## src/rtl/cpu_types_pkg.sv

```systemverilog
// Shared CPU datapath types plus the EX/MEM latch state encoding.
package cpu_types_pkg;

  typedef logic [31:0] word_t;
  typedef logic [4:0]  regbits_t;

  typedef enum logic [1:0] {
    IDLE   = 2'd0,
    ACCESS = 2'd1,
    DONE   = 2'd2
  } exmem_state_t;

endpackage

```

## src/rtl/exmem_if.sv

```systemverilog
// EX/MEM pipeline latch bundle: ID/EX-side inputs, latched outputs and the data-memory port.
interface exmem_if;
  import cpu_types_pkg::*;

  logic     en;
  logic     flush;

  word_t    npc_idex;
  word_t    rdat1_idex;
  word_t    rdat2_idex;
  word_t    imm_idex;
  word_t    portOut_idex;
  logic     rwen_idex;
  logic     memregSel_idex;
  logic     dren_idex;
  logic     dwen_idex;
  logic     halt_idex;
  regbits_t wSel_idex;

  word_t    npc_exmem;
  word_t    rdat1_exmem;
  word_t    imm_exmem;
  word_t    portOut_exmem;
  logic     rwen_exmem;
  logic     memregSel_exmem;
  logic     halt_exmem;
  regbits_t wSel_exmem;
  word_t    dload_exmem;

  logic     dREN;
  logic     dWEN;
  word_t    daddr;
  word_t    dstore;
  logic     dhit;
  word_t    dload;

  logic     mem_stall;

  modport emw (
    input  en, flush,
    input  npc_idex, rdat1_idex, rdat2_idex, imm_idex, portOut_idex,
    input  rwen_idex, memregSel_idex, dren_idex, dwen_idex, halt_idex, wSel_idex,
    output npc_exmem, rdat1_exmem, imm_exmem, portOut_exmem,
    output rwen_exmem, memregSel_exmem, halt_exmem, wSel_exmem, dload_exmem,
    output dREN, dWEN, daddr, dstore,
    input  dhit, dload,
    output mem_stall
  );

  modport tb (
    output en, flush,
    output npc_idex, rdat1_idex, rdat2_idex, imm_idex, portOut_idex,
    output rwen_idex, memregSel_idex, dren_idex, dwen_idex, halt_idex, wSel_idex,
    input  npc_exmem, rdat1_exmem, imm_exmem, portOut_exmem,
    input  rwen_exmem, memregSel_exmem, halt_exmem, wSel_exmem, dload_exmem,
    input  dREN, dWEN, daddr, dstore,
    output dhit, dload,
    input  mem_stall
  );

endinterface

```

## src/rtl/exmem_stage.sv

```systemverilog
// EX/MEM pipeline latch with an embedded data-memory access FSM.
// A memory op occupies ACCESS until dhit, then DONE; non-memory ops pass in one cycle.
module exmem_stage
  import cpu_types_pkg::*;
(
  input logic   CLK,
  input logic   RST,
  exmem_if.emw  eif
);

  exmem_state_t state;
  word_t        rdat2_exmem;
  logic         dren_exmem;
  logic         dwen_exmem;
  logic         in_access;
  logic         cap;

  // Request/stall decode from registered state only; reset forces the request lines low.
  always_comb begin
    in_access     = (state == ACCESS) && !RST;
    cap           = eif.en && (state != ACCESS);
    eif.mem_stall = in_access;
    eif.dREN      = in_access && dren_exmem && !dwen_exmem;
    eif.dWEN      = in_access && dwen_exmem;
    eif.daddr     = eif.portOut_exmem;
    eif.dstore    = rdat2_exmem;
  end

  // Pipeline latch, sticky halt, load-data capture and access FSM.
  always_ff @(posedge CLK) begin
    if (RST) begin
      state               <= IDLE;
      eif.npc_exmem       <= '0;
      eif.rdat1_exmem     <= '0;
      rdat2_exmem         <= '0;
      eif.imm_exmem       <= '0;
      eif.portOut_exmem   <= '0;
      eif.rwen_exmem      <= 1'b0;
      eif.memregSel_exmem <= 1'b0;
      dren_exmem          <= 1'b0;
      dwen_exmem          <= 1'b0;
      eif.halt_exmem      <= 1'b0;
      eif.wSel_exmem      <= '0;
      eif.dload_exmem     <= '0;
    end else begin
      case (state)
        ACCESS: begin
          if (eif.dhit) begin
            state <= DONE;
            if (dren_exmem && !dwen_exmem) begin
              eif.dload_exmem <= eif.dload;
            end
          end
        end
        default: begin
          if (cap) begin
            if (eif.flush) begin
              eif.npc_exmem       <= '0;
              eif.rdat1_exmem     <= '0;
              rdat2_exmem         <= '0;
              eif.imm_exmem       <= '0;
              eif.portOut_exmem   <= '0;
              eif.rwen_exmem      <= 1'b0;
              eif.memregSel_exmem <= 1'b0;
              dren_exmem          <= 1'b0;
              dwen_exmem          <= 1'b0;
              eif.wSel_exmem      <= '0;
              state               <= IDLE;
            end else begin
              eif.npc_exmem       <= eif.npc_idex;
              eif.rdat1_exmem     <= eif.rdat1_idex;
              rdat2_exmem         <= eif.rdat2_idex;
              eif.imm_exmem       <= eif.imm_idex;
              eif.portOut_exmem   <= eif.portOut_idex;
              eif.rwen_exmem      <= eif.rwen_idex;
              eif.memregSel_exmem <= eif.memregSel_idex;
              dren_exmem          <= eif.dren_idex;
              dwen_exmem          <= eif.dwen_idex;
              eif.wSel_exmem      <= eif.wSel_idex;
              state               <= (eif.dren_idex || eif.dwen_idex) ? ACCESS : IDLE;
            end
            eif.halt_exmem <= eif.halt_exmem | (eif.halt_idex & ~eif.flush);
          end
        end
      endcase
    end
  end

endmodule
```

## src/flat_wrapper.sv

```systemverilog
// flat-port wrapper written by rule: the top's interface ports become plain ports
module exmem_stage_flat import cpu_types_pkg::*;
  (CLK, RST, eif_en, eif_flush, eif_npc_idex, eif_rdat1_idex, eif_rdat2_idex, eif_imm_idex, eif_portOut_idex, eif_rwen_idex, eif_memregSel_idex, eif_dren_idex, eif_dwen_idex, eif_halt_idex, eif_wSel_idex, eif_npc_exmem, eif_rdat1_exmem, eif_imm_exmem, eif_portOut_exmem, eif_rwen_exmem, eif_memregSel_exmem, eif_halt_exmem, eif_wSel_exmem, eif_dload_exmem, eif_dREN, eif_dWEN, eif_daddr, eif_dstore, eif_dhit, eif_dload, eif_mem_stall);
  exmem_if eif_i ();
  input logic CLK;
  input logic RST;
  input wire logic [$bits(eif_i.en)-1:0] eif_en;
  input wire logic [$bits(eif_i.flush)-1:0] eif_flush;
  input wire logic [$bits(eif_i.npc_idex)-1:0] eif_npc_idex;
  input wire logic [$bits(eif_i.rdat1_idex)-1:0] eif_rdat1_idex;
  input wire logic [$bits(eif_i.rdat2_idex)-1:0] eif_rdat2_idex;
  input wire logic [$bits(eif_i.imm_idex)-1:0] eif_imm_idex;
  input wire logic [$bits(eif_i.portOut_idex)-1:0] eif_portOut_idex;
  input wire logic [$bits(eif_i.rwen_idex)-1:0] eif_rwen_idex;
  input wire logic [$bits(eif_i.memregSel_idex)-1:0] eif_memregSel_idex;
  input wire logic [$bits(eif_i.dren_idex)-1:0] eif_dren_idex;
  input wire logic [$bits(eif_i.dwen_idex)-1:0] eif_dwen_idex;
  input wire logic [$bits(eif_i.halt_idex)-1:0] eif_halt_idex;
  input wire logic [$bits(eif_i.wSel_idex)-1:0] eif_wSel_idex;
  output wire logic [$bits(eif_i.npc_exmem)-1:0] eif_npc_exmem;
  output wire logic [$bits(eif_i.rdat1_exmem)-1:0] eif_rdat1_exmem;
  output wire logic [$bits(eif_i.imm_exmem)-1:0] eif_imm_exmem;
  output wire logic [$bits(eif_i.portOut_exmem)-1:0] eif_portOut_exmem;
  output wire logic [$bits(eif_i.rwen_exmem)-1:0] eif_rwen_exmem;
  output wire logic [$bits(eif_i.memregSel_exmem)-1:0] eif_memregSel_exmem;
  output wire logic [$bits(eif_i.halt_exmem)-1:0] eif_halt_exmem;
  output wire logic [$bits(eif_i.wSel_exmem)-1:0] eif_wSel_exmem;
  output wire logic [$bits(eif_i.dload_exmem)-1:0] eif_dload_exmem;
  output wire logic [$bits(eif_i.dREN)-1:0] eif_dREN;
  output wire logic [$bits(eif_i.dWEN)-1:0] eif_dWEN;
  output wire logic [$bits(eif_i.daddr)-1:0] eif_daddr;
  output wire logic [$bits(eif_i.dstore)-1:0] eif_dstore;
  input wire logic [$bits(eif_i.dhit)-1:0] eif_dhit;
  input wire logic [$bits(eif_i.dload)-1:0] eif_dload;
  output wire logic [$bits(eif_i.mem_stall)-1:0] eif_mem_stall;
  assign eif_i.en = eif_en;
  assign eif_i.flush = eif_flush;
  assign eif_i.npc_idex = eif_npc_idex;
  assign eif_i.rdat1_idex = eif_rdat1_idex;
  assign eif_i.rdat2_idex = eif_rdat2_idex;
  assign eif_i.imm_idex = eif_imm_idex;
  assign eif_i.portOut_idex = eif_portOut_idex;
  assign eif_i.rwen_idex = eif_rwen_idex;
  assign eif_i.memregSel_idex = eif_memregSel_idex;
  assign eif_i.dren_idex = eif_dren_idex;
  assign eif_i.dwen_idex = eif_dwen_idex;
  assign eif_i.halt_idex = eif_halt_idex;
  assign eif_i.wSel_idex = eif_wSel_idex;
  assign eif_npc_exmem = eif_i.npc_exmem;
  assign eif_rdat1_exmem = eif_i.rdat1_exmem;
  assign eif_imm_exmem = eif_i.imm_exmem;
  assign eif_portOut_exmem = eif_i.portOut_exmem;
  assign eif_rwen_exmem = eif_i.rwen_exmem;
  assign eif_memregSel_exmem = eif_i.memregSel_exmem;
  assign eif_halt_exmem = eif_i.halt_exmem;
  assign eif_wSel_exmem = eif_i.wSel_exmem;
  assign eif_dload_exmem = eif_i.dload_exmem;
  assign eif_dREN = eif_i.dREN;
  assign eif_dWEN = eif_i.dWEN;
  assign eif_daddr = eif_i.daddr;
  assign eif_dstore = eif_i.dstore;
  assign eif_i.dhit = eif_dhit;
  assign eif_i.dload = eif_dload;
  assign eif_mem_stall = eif_i.mem_stall;
  exmem_stage u_core (.CLK(CLK), .RST(RST), .eif(eif_i));
endmodule
```

## config.mk

```make
export PLATFORM = sky130hd
export DESIGN_NAME = exmem_stage_flat
export DESIGN_NICKNAME = d
export VERILOG_FILES = /design/src/rtl/cpu_types_pkg.sv /design/src/rtl/exmem_if.sv /design/src/rtl/exmem_stage.sv /design/src/flat_wrapper.sv
export SDC_FILE = /design/constraint.sdc
export NUM_CORES = 1
export LEC_CHECK = 0
export ABC_CLOCK_PERIOD_IN_PS = 1800
export BUFFER_PORTS_ARGS = -buffer_cell sky130_fd_sc_hd__buf_2
export CORE_AREA = 2 2 171 173
export CTS_CLUSTER_DIAMETER = 80
export DETAILED_ROUTE_END_ITERATION = 8
export DIE_AREA = 0 0 173 175
export GPL_ROUTABILITY_DRIVEN = 0
export HOLD_SLACK_MARGIN = 0.15
export SYNTH_ARGS = -nofsm -noshare
export SYNTH_HDL_FRONTEND = slang
export SYNTH_SLANG_ARGS = --single-unit
```

## constraint.sdc

```tcl
create_clock -name CLK -period 1.8 [get_ports CLK]
set_input_delay 0.18 -clock CLK [delete_from_list [all_inputs] [get_ports CLK]]
set_output_delay 0.18 -clock CLK [all_outputs]
set_load 0.1 [all_outputs]
```

Yosys cells after proc, flatten, opt, wreduce, memory -nomap -nowiden. Cells that the tools add are included.

Flip-flop bits (word level): 204. Input bits: 207. Output and inout port bits: 235.

Equality and inequality tests: 3. Mux-type cells: 15. Bitwise logic cells: 4. Reduce and logical (&&, ||, !) cells: 13.

Operator list (count): $mux W32 (5); $mux W2 (4); $logic_and A1 B1 Y1 (6); $mux W1 (5); $mux W5 (1); $reduce_and A2 Y1 (2); $reduce_and A3 Y1 (1); $eq A2 B1 Y1 const B (1); $logic_not A1 Y1 (2); $ne A2 B1 Y1 const B (1); $ne A2 B2 Y1 const B (1); $not A1 Y1 (2); $reduce_bool A2 Y1 (1); $and A1 B1 Y1 (1); $logic_or A1 B1 Y1 (1); $or A1 B1 Y1 (1).

Logic depth before layout (Yosys ltp). Gate-level depths: netlist of run 1.

Word-level depth: 5. Gate-level depth with buffers: 6. Mapped depth without buffers: 3.

Worst setup path after synthesis of run 1. OpenSTA, ideal clock, no wires.

Path type: reg-to-output. From: register u_core.state[1]. To: output port eif_dREN. Arrival time: 3.945 ns. Path slack: -2.325 ns. Stages on the path, launching flop included: 5. Cells stage by stage: dfxtp_1 or2b_1 buf_4 buf_2 nor4b_1.

Longest elaborated chain between the ends: 4.

Ends and longest elaborated chain: start, declared (RTL line exmem_stage.sv:11) `exmem_state_t state;`; start signal, assigned (RTL line exmem_stage.sv:80) `state <= (eif.dren_idex || eif.dwen_idex) ? ACCESS : IDLE;`; $eq A2 B1 Y1 (RTL line exmem_stage.sv:20) `in_access = (state == ACCESS) && !RST;`; $logic_and A1 B1 Y1 (RTL line exmem_stage.sv:20); $logic_and A1 B1 Y1 (2 in a row) (RTL line exmem_stage.sv:23) `eif.dREN = in_access && dren_exmem && !dwen_exmem;`; end, declared (RTL line flat_wrapper.sv:29) `output wire logic [$bits(eif_i.dREN)-1:0] eif_dREN;`.

No other way between the ends.

Final worst setup path of run 1. Ends and elaborated chain as after synthesis.

==> summary.md, run 1 <==
| Metric | Value |
|---|---|
| Status | `complete, but fails checks` |
| Failing checks | `setup timing` |
| Net Sw Frac | `0.332` |
| Final setup viols | `1` |
| Layout cell share with drive strength beyond 1 | `0.332` |
| CTS tree | `built` |
| Max FO, Critical Path | `4` |
| Starting density of the core | `0.298` |
| Vias in the first global route | `9,767` |
| Routed vias/inst | `5.19` |
| Via count | `9,941` |
| Die height | `175 µm` |
| Syn Area/Cell | `8.67 µm²` |
| Nets | `1,728` |
| Antenna diode count | `0` |
| Synth Flop Type | `dfxtp_1` |
| Worst relative slew slack | `0.647` |
| Port Buffers | `441` |
| Clock share of power | `0.370` |
| Fin crit share | `1.05` |
| Total GRT Usage | `0.209` |
| Min cycle time layout | `1890 ps` |
| Critical Path RT | `1620 ps` |
| Seq/Total Area, Yosys | `0.482` |
| Reg2reg start | `u_core.state[0]` |
| Area growth syn-to-layout | `60.5%` |
| Cells after Synth | `978` |
| P_int | `8.24 mW` |
| Slew Viols, Final | `0` |
| Slew at the pin closest to its max-slew limit | `529 ps` |
| Logic pwr share | `0.244` |
| Wirelength per Cell | `17.5 µm` |
| First-pass GRT wire length | `52.8 mm` |
| Cell Rows | `62` |
| RSZ-0062 raised after global routing | `true` |
| Number of synthesized flops with an enable pin | `0` |
| DRC | `0` |
| First drt pass iteration count | `7` |
| Asr flop ratio synth | `0` |
| Antenna violations before repair | `0` |
| CTS Buf Count | `23` |
| Hold_sp | `RST` |
| Largest net degree at the start of global routing | `109` |
| Post-synthesis cell area | `8470 µm²` |
| Sequential share of power | `0.387` |
| Synth warn | `0` |
| Full die area | `30,300 µm²` |
| Chip width | `173 µm` |
| # clock sinks | `204` |
| CTS max path bufs | `3` |
| MaxCap Viol Count | `0` |
| Htree depth | `1` |
| Fin. Hold Viols | `0` |
| Crit path kind | `reg -> out` |
| Unique masters post-synth | `24` |
| Synthesized net count | `1,185` |
| Worst Clk Skew | `11.7 ps` |
| CTS clk-pin slew, worst paths | `50 ps` |
| Clock Latency Late Sink | `510 ps` |
| DRT iter0 DRCs | `830` |
| DPL Wire Length | `19.6 mm` |
| CP Launch Type | `flip-flop` |
| Worst Setup SP | `u_core.state[1]` |
| Total power | `12.3 mW` |
| WHS | `204 ps` |
| I/O pin cnt | `442` |
| Worst path arrival time | `1710 ps` |
| HP Class | `in -> reg` |
| Post-Route WL | `33.4 mm` |
| Nature of the critical path endpoint | `output pin` |
| Switch Pwr | `4.09 mW` |
| Pwr Density | `907 nW/µm²` |
| Clock root buffer | `clkbuf_16` |
| P_leak | `5.84 nW` |
| Routed Antenna Nets | `0` |
| Seq cells post-synth | `204` |
| Fill count | `2,628` |
| Core footprint | `28,400 µm²` |
| Grt total ovfl | `0` |
| Peak supply drop | `0.554 mV` |
| PnR worst setup slack | `-93.0 ps` |
| Maximum clock rate | `0.528 GHz` |
cells by family (layout without fill, tap and decap cells):
family                 after synthesis  count (layout)  share of synthesized area
AOI/OAI and AO/OA                  342             342                      0.203
and+or+nand+nor                    243             243                      0.179
DFF                                204             204                      0.482
buffers and inverters              157             711                     0.0977
muxes                               32              32                     0.0378
path summary, 6_finish.rpt:
| kind | slack [ps] | end | cells past startpoint |
|---|---|---|---|
| worst max-delay path | -90 | eif_dREN | 3 |
| worst min register to register | 470 | u_core.eif.dload_exmem[9] | 2 |
| worst max register to register | 210 | u_core.eif.daddr[1] | 6 |
| worst min-delay path | 200 | u_core.state[0] | 2 |
stage by stage:
| stage | TNS (ps) | cells | area (µm²) | setup WS, ps | util |
|---|---|---|---|---|---|
| 2_1_floorplan | -369 | 978 | 8510 | -275 | - |
| 3_3_place_gp | 0 | 1670 | 10800 | 277 | 0.380 |
| 3_5_place_dp | 0 | 1670 | 10800 | 244 | 0.380 |
| 4_1_cts | -105 | 1916 | 13600 | -105 | 0.479 |
| 5_1_grt | -143 | 1916 | 13600 | -126 | 0.479 |
| 6_report | -93.0 | 1916 | 13600 | -93.0 | 0.479 |
synth_stat cells (2+ instances only):
cell type / count / area, µm²
clkbuf_1: 79 / 297
buf_6: 3 / 33.8
buf_4: 34 / 255
mux2i_1: 32 / 320
buf_1: 4 / 15.0
buf_2: 32 / 160
a21oi_1: 169 / 846
nor2_1: 3 / 11.3
inv_2: 2 / 7.51
dfxtp_1: 204 / 4080
o21ai_0: 169 / 846
nand4_1: 169 / 1060
buf_12: 3 / 60.1
nand2_1: 2 / 7.51
nand2b_1: 64 / 400
critical path: stages, from the launching register on:
cell     delay, ps
dfxtp_4        340
or2b_4         300
nor4b_4        350
buf_12         220
cell usage in the layout (no fill, tap or decap):
cell type,count
buf_2,436
dlygate4sd3_1,205
dfxtp_1,202
o21ai_0,169
nand4_1,169
a21oi_1,169
nand2b_1,64
mux2i_1,32
clkbuf_16,23
buf_12,19
buf_4,12
clkbuf_1,6
clkbuf_8,3
inv_4,2
nand2_1,2
nor2_1,2
bufinv_16,2
clkinv_2,2
or2b_4,1
nor2_4,1
nor4b_4,1
and2_4,1
nor2b_4,1
o211ai_1,1
a221oi_1,1
and4b_2,1
a22oi_1,1
a41oi_1,1
buf_6,1
dfxtp_2,1
dfxtp_4,1
power by group through the flow:
stage,Sequential (mW),Clock [mW],Combinational [mW]
floorplan,5.98,0,0.860
global placement,4.86,0,2.60
detailed placement,4.86,0,2.61
CTS,4.76,4.69,2.98
global route,4.78,4.87,3.13
finish,4.77,4.56,3.00
layer usage:
metal | vias up | wire length [µm] | global-route usage
li1 | 4629 | - | -
met4 | 0 | 1220 | 0.0833
met1 | 4683 | 13500 | 0.266
met3 | 104 | 2680 | 0.0470
met2 | 525 | 16000 | 0.343
met5 | - | 0 | 0
timing repair:
item,in CTS,in global routing
setup buffers,5,0
endpoints found under the hold margin,204,0
gates resized for setup,1,0
pin swaps,2,0
endpoints found under the setup margin,2,2
hold buffers,205,0
flip-flops by register name, summed over array words and instances, names as in the netlist:
name	count
u_core.eif.daddr	32
u_core.eif.dload_exmem	32
u_core.eif.dstore	32
u_core.eif.imm_exmem	32
u_core.eif.npc_exmem	32
u_core.eif.rdat1_exmem	32
u_core.eif.wSel_exmem	5
u_core.state	2
u_core.dren_exmem	1
u_core.dwen_exmem	1
u_core.eif.halt_exmem	1
u_core.eif.memregSel_exmem	1
u_core.eif.rwen_exmem	1
area by class of cell:
type / count / area (µm²) / area share
Tap cell: 384 / 480 / 0.0353
Sequential cell: 204 / 4090 / 0.301
Timing Repair Buffer: 673 / 4720 / 0.347
Multi-Input combinational cell: 617 / 3600 / 0.264
Clock inverter: 4 / 70.1 / 0.00515
Clock buffer: 32 / 639 / 0.0470
Inverter: 2 / 12.5 / 0.000920
Power figures use the tool's default switching activity.
==> run 2: changes to the inputs <==
==> constraint.sdc (replaced) <==
create_clock -name CLK -period 1.8 [get_ports CLK]
set_input_delay 0.18 -clock CLK [delete_from_list [all_inputs] [get_ports CLK]]
set_output_delay 0.18 -clock CLK [all_outputs]
set_load 0.005 [all_outputs]
==> run 2 against run 1 <==
Compared with the run above: the flow now finishes without violations; via count fell by 0.79%; combinational power fell by 44%; total power fell by 3.2%; hold slack got worse by 31 ps; design area rose by 1.8%; first-iteration DRC count fell by 17%; final cell count rose by 0.73%; core utilization rose by 0.86 points; highest routed layer unchanged; sequential share of layout area fell by 0.55 points; clock skew fell by 2.1 ps.
==> summary.md, run 2 (same netlist as run 1, synthesis figures left out) <==
| Metric | Value |
|---|---|
| Htree depth | `1 (unchanged)` |
| Maximum clock rate | `0.579 GHz (was 0.528 GHz)` |
| Peak supply drop | `0.484 mV (was 0.554 mV)` |
| Commonest non-fill, non-tap cells in the layout | `buf_2 (439), dlygate4sd3_1 (205), dfxtp_1 (202) (was buf_2 (436), dlygate4sd3_1 (205), dfxtp_1 (202))` |
| Chip width | `173 µm (unchanged)` |
| Commonest non-fill, non-tap cell in the layout | `buf_2 (unchanged)` |
| Most used routing layer | `met2 (unchanged)` |
| RSZ-0062 raised after global routing | `false (was true)` |
| P_leak | `5.97 nW (was 5.84 nW)` |
| CTS tree | `built (unchanged)` |
| Worst relative slew slack | `0.693 (was 0.647)` |
| CTS clk-pin slew, worst paths | `70 ps (was 50 ps)` |
| # clock sinks | `204 (unchanged)` |
| Total GRT Usage | `0.202 (was 0.209)` |
| PnR worst setup slack | `71.7 ps (was -93.0 ps)` |
| Full die area | `30,300 µm² (unchanged)` |
| CTS Buf Count | `24 (was 23)` |
| Final setup TNS | `0 ps (was -93.0 ps)` |
| DRC | `0 (unchanged)` |
| I/O pin cnt | `442 (unchanged)` |
| Clock Latency Late Sink | `510 ps (about the same)` |
| Die height | `175 µm (unchanged)` |
| First-pass GRT wire length | `50.9 mm (was 52.8 mm)` |
| Largest net degree at the start of global routing | `84 (was 109)` |
| DPL Wire Length | `20.2 mm (was 19.6 mm)` |
| Post-Route Utilization | `0.488 (was 0.479)` |
| Fin crit share | `0.960 (was 1.05)` |
| Area growth syn-to-layout | `63.4% (was 60.5%)` |
| Fin. Hold Viols | `0 (unchanged)` |
| GR Util met2 | `0.346 (was 0.343)` |
| Status | `complete, no violations (was complete, but fails checks)` |
| Nature of the critical path endpoint | `output pin (unchanged)` |
| CTS max path bufs | `3 (unchanged)` |
| Nets | `1,735 (was 1,728)` |
| Clock root buffer | `clkbuf_16 (unchanged)` |
| DRT iter0 DRCs | `687 (was 830)` |
| Crit path kind | `reg -> out (unchanged)` |
| MaxCap Viol Count | `0 (unchanged)` |
| Core footprint | `28,400 µm² (unchanged)` |
| Grt total ovfl | `0 (unchanged)` |
| GRT met3 Usage | `0.0477 (was 0.0470)` |
| Max FO, Critical Path | `4 (unchanged)` |
| HP Class | `in -> reg (unchanged)` |
| Pwr Density | `862 nW/µm² (was 907 nW/µm²)` |
| Antenna violations before repair | `0 (unchanged)` |
| Critical Path RT | `1620 ps (about the same)` |
| First drt pass iteration count | `7 (unchanged)` |
| Met1 GRT Util | `0.247 (was 0.266)` |
| Total power | `11.9 mW (was 12.3 mW)` |
| Via count | `9,862 (was 9,941)` |
| Worst path arrival time | `1550 ps (was 1710 ps)` |
| Slew at the pin closest to its max-slew limit | `461 ps (was 529 ps)` |
| Routed vias/inst | `5.11 (was 5.19)` |
| Layout cell share with drive strength beyond 1 | `0.340 (was 0.332)` |
| Routed Antenna Nets | `0 (unchanged)` |
| Starting density of the core | `0.298 (unchanged)` |
| CP Launch Type | `flip-flop (unchanged)` |
| Place WS | `334 ps (was 244 ps)` |
| Final setup viols | `0 (was 1)` |
| Slew Viols, Final | `0 (unchanged)` |
| Port Buffers | `441 (unchanged)` |
| Post-Route WL | `33.0 mm (was 33.4 mm)` |
| Min cycle time layout | `1730 ps (was 1890 ps)` |
| Wirelength per Cell | `17.1 µm (was 17.5 µm)` |
| Worst Clk Skew | `9.63 ps (was 11.7 ps)` |
| Antenna diode count | `0 (unchanged)` |
| Vias in the first global route | `9,547 (was 9,767)` |
| Cell Rows | `62 (unchanged)` |
==> run 2: final timing paths <==
check             slack, ps  cells past startpoint                 start                    end
setup / recovery         70                      3       u_core.state[1]               eif_dREN
hold / removal          170                      4             eif_flush  u_core.eif.dstore[26]
setup reg to reg        250                      6       u_core.state[0]  u_core.eif.dstore[25]
hold reg to reg         470                      2  u_core.eif.dstore[0]   u_core.eif.dstore[0]
==> run 2: worst max-delay path, cell delays in order, from the launching register on <==
cell,delay (ps)
dfxtp_2,350
or2b_4,290
nor4b_4,240
buf_2,160
==> run 2: through the flow <==
step	hold slack, ps	instances	cell area [µm²]
2_1_floorplan	291	978	8470
3_3_place_gp	427	1679	10900
3_5_place_dp	434	1679	10900
4_1_cts	156	1931	13900
5_1_grt	189	1930	13800
6_report	173	1930	13800
==> run 2: routing by layer <==
metal | part of all wire | wire (µm)
met3 | 0.081 | 2660
met5 | 0 | 0
met1 | 0.41 | 13400
met4 | 0.033 | 1070
met2 | 0.48 | 15900
==> run 2: power by group <==
part / total (mW) / internal, mW / switching [mW]
sequential: 4.76 / 4.68 / 0.0858
clock: 5.49 / 3.48 / 2.01
combinational: 1.68 / 0.853 / 0.829
==> run 2: area by class of cell <==
type,instances,area (µm²)
Fill cell,2653,14500
Tap cell,384,480
Sequential cell,204,4090
Multi-Input combinational cell,617,3590
Clock inverter,16,241
Inverter,2,12.5
Clock buffer,28,657
Timing Repair Buffer,679,4780
==> run 2: timing repair <==
action / CTS / global route
hold buffers: 206 / 0
resized for setup: 2 / 4
endpoints found under the setup margin: 2 / 3
setup buffers: 2 / 0
endpoints found under the hold margin: 204 / 0
==> run 3: changes to the inputs <==
REMOVE_ABC_BUFFERS = 1   (was not set)
==> run 3 against run 2 <==
Compared with the run above: die area unchanged; sequential power about the same; register-to-register slack worse by 190 ps; hold slack improved by 40 ps; clock skew decreased by 4.5 ps; wire length shrank 2.8%.
==> summary.md, run 3 (same netlist as run 1, synthesis figures left out) <==
| Metric | Value |
|---|---|
| Vias in the first global route | `9,625 (was 9,547)` |
| Nets | `1,737 (was 1,735)` |
| CTS Buf Count | `24 (unchanged)` |
| Die height | `175 µm (unchanged)` |
| Maximum clock rate | `0.571 GHz (was 0.579 GHz)` |
| Slew at the pin closest to its max-slew limit | `501 ps (was 461 ps)` |
| Worst Clk Skew | `5.15 ps (was 9.63 ps)` |
| CP Launch Type | `flip-flop (unchanged)` |
| Status | `complete, no violations (unchanged)` |
| I/O pin cnt | `442 (unchanged)` |
| Area growth syn-to-layout | `61.6% (was 63.4%)` |
| DPL Wire Length | `19.0 mm (was 20.2 mm)` |
| Commonest non-fill, non-tap cell in the layout | `buf_2 (unchanged)` |
| Final setup TNS | `0 ps (unchanged)` |
| CTS clk-pin slew, worst paths | `60 ps (was 70 ps)` |
| Full die area | `30,300 µm² (unchanged)` |
| Antenna violations before repair | `1 (was 0)` |
| Routed vias/inst | `5.08 (was 5.11)` |
| Nature of the critical path endpoint | `output pin (unchanged)` |
| Worst path arrival time | `1570 ps (was 1550 ps)` |
| Chip width | `173 µm (unchanged)` |
| Port Buffers | `441 (unchanged)` |
| Peak supply drop | `0.472 mV (was 0.484 mV)` |
| Crit path kind | `reg -> out (unchanged)` |
| Via count | `9,817 (was 9,862)` |
| Grt total ovfl | `0 (unchanged)` |
| Cell Rows | `62 (unchanged)` |
| P_leak | `5.91 nW (was 5.97 nW)` |
| Fin crit share | `0.973 (was 0.960)` |
| Fin. Hold Viols | `0 (unchanged)` |
| Placed cells | `1,673 (was 1,679)` |
| Clock root buffer | `clkbuf_16 (unchanged)` |
| Core footprint | `28,400 µm² (unchanged)` |
| CTS max path bufs | `3 (unchanged)` |
| Total GRT Usage | `0.195 (was 0.202)` |
| First-pass GRT wire length | `49.9 mm (was 50.9 mm)` |
| Pwr Density | `806 nW/µm² (was 862 nW/µm²)` |
| Min cycle time layout | `1750 ps (was 1730 ps)` |
| HP Class | `in -> reg (unchanged)` |
| DRC | `0 (unchanged)` |
| Starting density of the core | `0.298 (unchanged)` |
| Fill count | `2,621 (was 2,653)` |
| PnR worst setup slack | `48.7 ps (was 71.7 ps)` |
| Place WS | `318 ps (was 334 ps)` |
| Largest net degree at the start of global routing | `100 (was 84)` |
| # clock sinks | `204 (unchanged)` |
| Post-Route WL | `32.0 mm (was 33.0 mm)` |
| DRT iter0 DRCs | `682 (was 687)` |
| Fin cells | `1,931 (was 1,930)` |
| Wirelength per Cell | `16.6 µm (was 17.1 µm)` |
| Worst relative slew slack | `0.665 (was 0.693)` |
| Max FO, Critical Path | `5 (was 4)` |
| MaxCap Viol Count | `0 (unchanged)` |
| Clock Latency Late Sink | `510 ps (about the same)` |
| RSZ-0062 raised after global routing | `false (unchanged)` |
| Commonest non-fill, non-tap cells in the layout | `buf_2 (439), dlygate4sd3_1 (210), dfxtp_1 (203) (was buf_2 (439), dlygate4sd3_1 (205), dfxtp_1 (202))` |
| Critical Path RT | `1620 ps (about the same)` |
| Routed Antenna Nets | `0 (unchanged)` |
| Total power | `11.0 mW (was 11.9 mW)` |
| Layout cell share with drive strength beyond 1 | `0.336 (was 0.340)` |
| Final setup viols | `0 (unchanged)` |
| First drt pass iteration count | `6 (was 7)` |
| Post-Route Utilization | `0.482 (was 0.488)` |
| Slew Viols, Final | `0 (unchanged)` |
| CTS tree | `built (unchanged)` |
| Htree depth | `1 (unchanged)` |
==> run 3: worst max-delay path, cell delays in order, from the launching register on <==
cell	delay, ps
dfxtp_1	350
or2b_4	300
nor2_2	130
and2_4	170
buf_2	120
==> run 3: metal layers <==
| metal | share of wire | global-route usage |
|---|---|---|
| met5 | 0 | 0 |
| met4 | 0.029 | 0.0727 |
| met3 | 0.083 | 0.0407 |
| met2 | 0.48 | 0.336 |
| met1 | 0.41 | 0.240 |
==> run 3: final timing paths <==
path | start | to | slack, ps | cells after the start
worst max-delay path | u_core.state[1] | eif_dWEN | 50 | 4
worst min-delay path | RST | u_core.eif.dload_exmem[30] | 210 | 3
worst max register to register | u_core.state[1] | u_core.eif.daddr[6] | 60 | 5
worst min register to register | u_core.eif.dstore[9] | u_core.eif.dstore[9] | 470 | 2
==> run 3: report_power, final <==
part	switching [mW]	internal [mW]	total, mW
combinational	0.819	0.842	1.66
sequential	0.0833	4.68	4.76
clock	1.89	2.73	4.62
total	2.79	8.25	11.0
==> run 3: through the flow <==
| stage | area [µm²] | hold slack [ps] |
|---|---|---|
| floorplan | 7650 | 249 |
| global placement | 10700 | 440 |
| detailed placement | 10700 | 447 |
| CTS | 13600 | 179 |
| global route | 13700 | 225 |
| finish | 13700 | 213 |
==> run 3: area by class of cell <==
| class | count | area, µm² | share of cell area |
|---|---|---|---|
| repair buffers | 681 | 4760 | 0.347 |
| diodes | 1 | 2.50 | 0.000183 |
| clock buffers | 33 | 706 | 0.0515 |
| flip-flops and latches | 204 | 4090 | 0.298 |
| well taps | 384 | 480 | 0.0351 |
| multi-input cells | 617 | 3590 | 0.262 |
| clock inverters | 9 | 53.8 | 0.00393 |
| inverters | 2 | 22.5 | 0.00164 |
==> run 3: what timing repair did <==
action | 4_1_cts | 5_1_grt
setup buffers | 3 | 1
cloned | 0 | 1
resized for setup | 2 | 7
endpoints found under the hold margin | 204 | 0
hold buffers | 210 | 0
endpoints found under the setup margin | 2 | 6
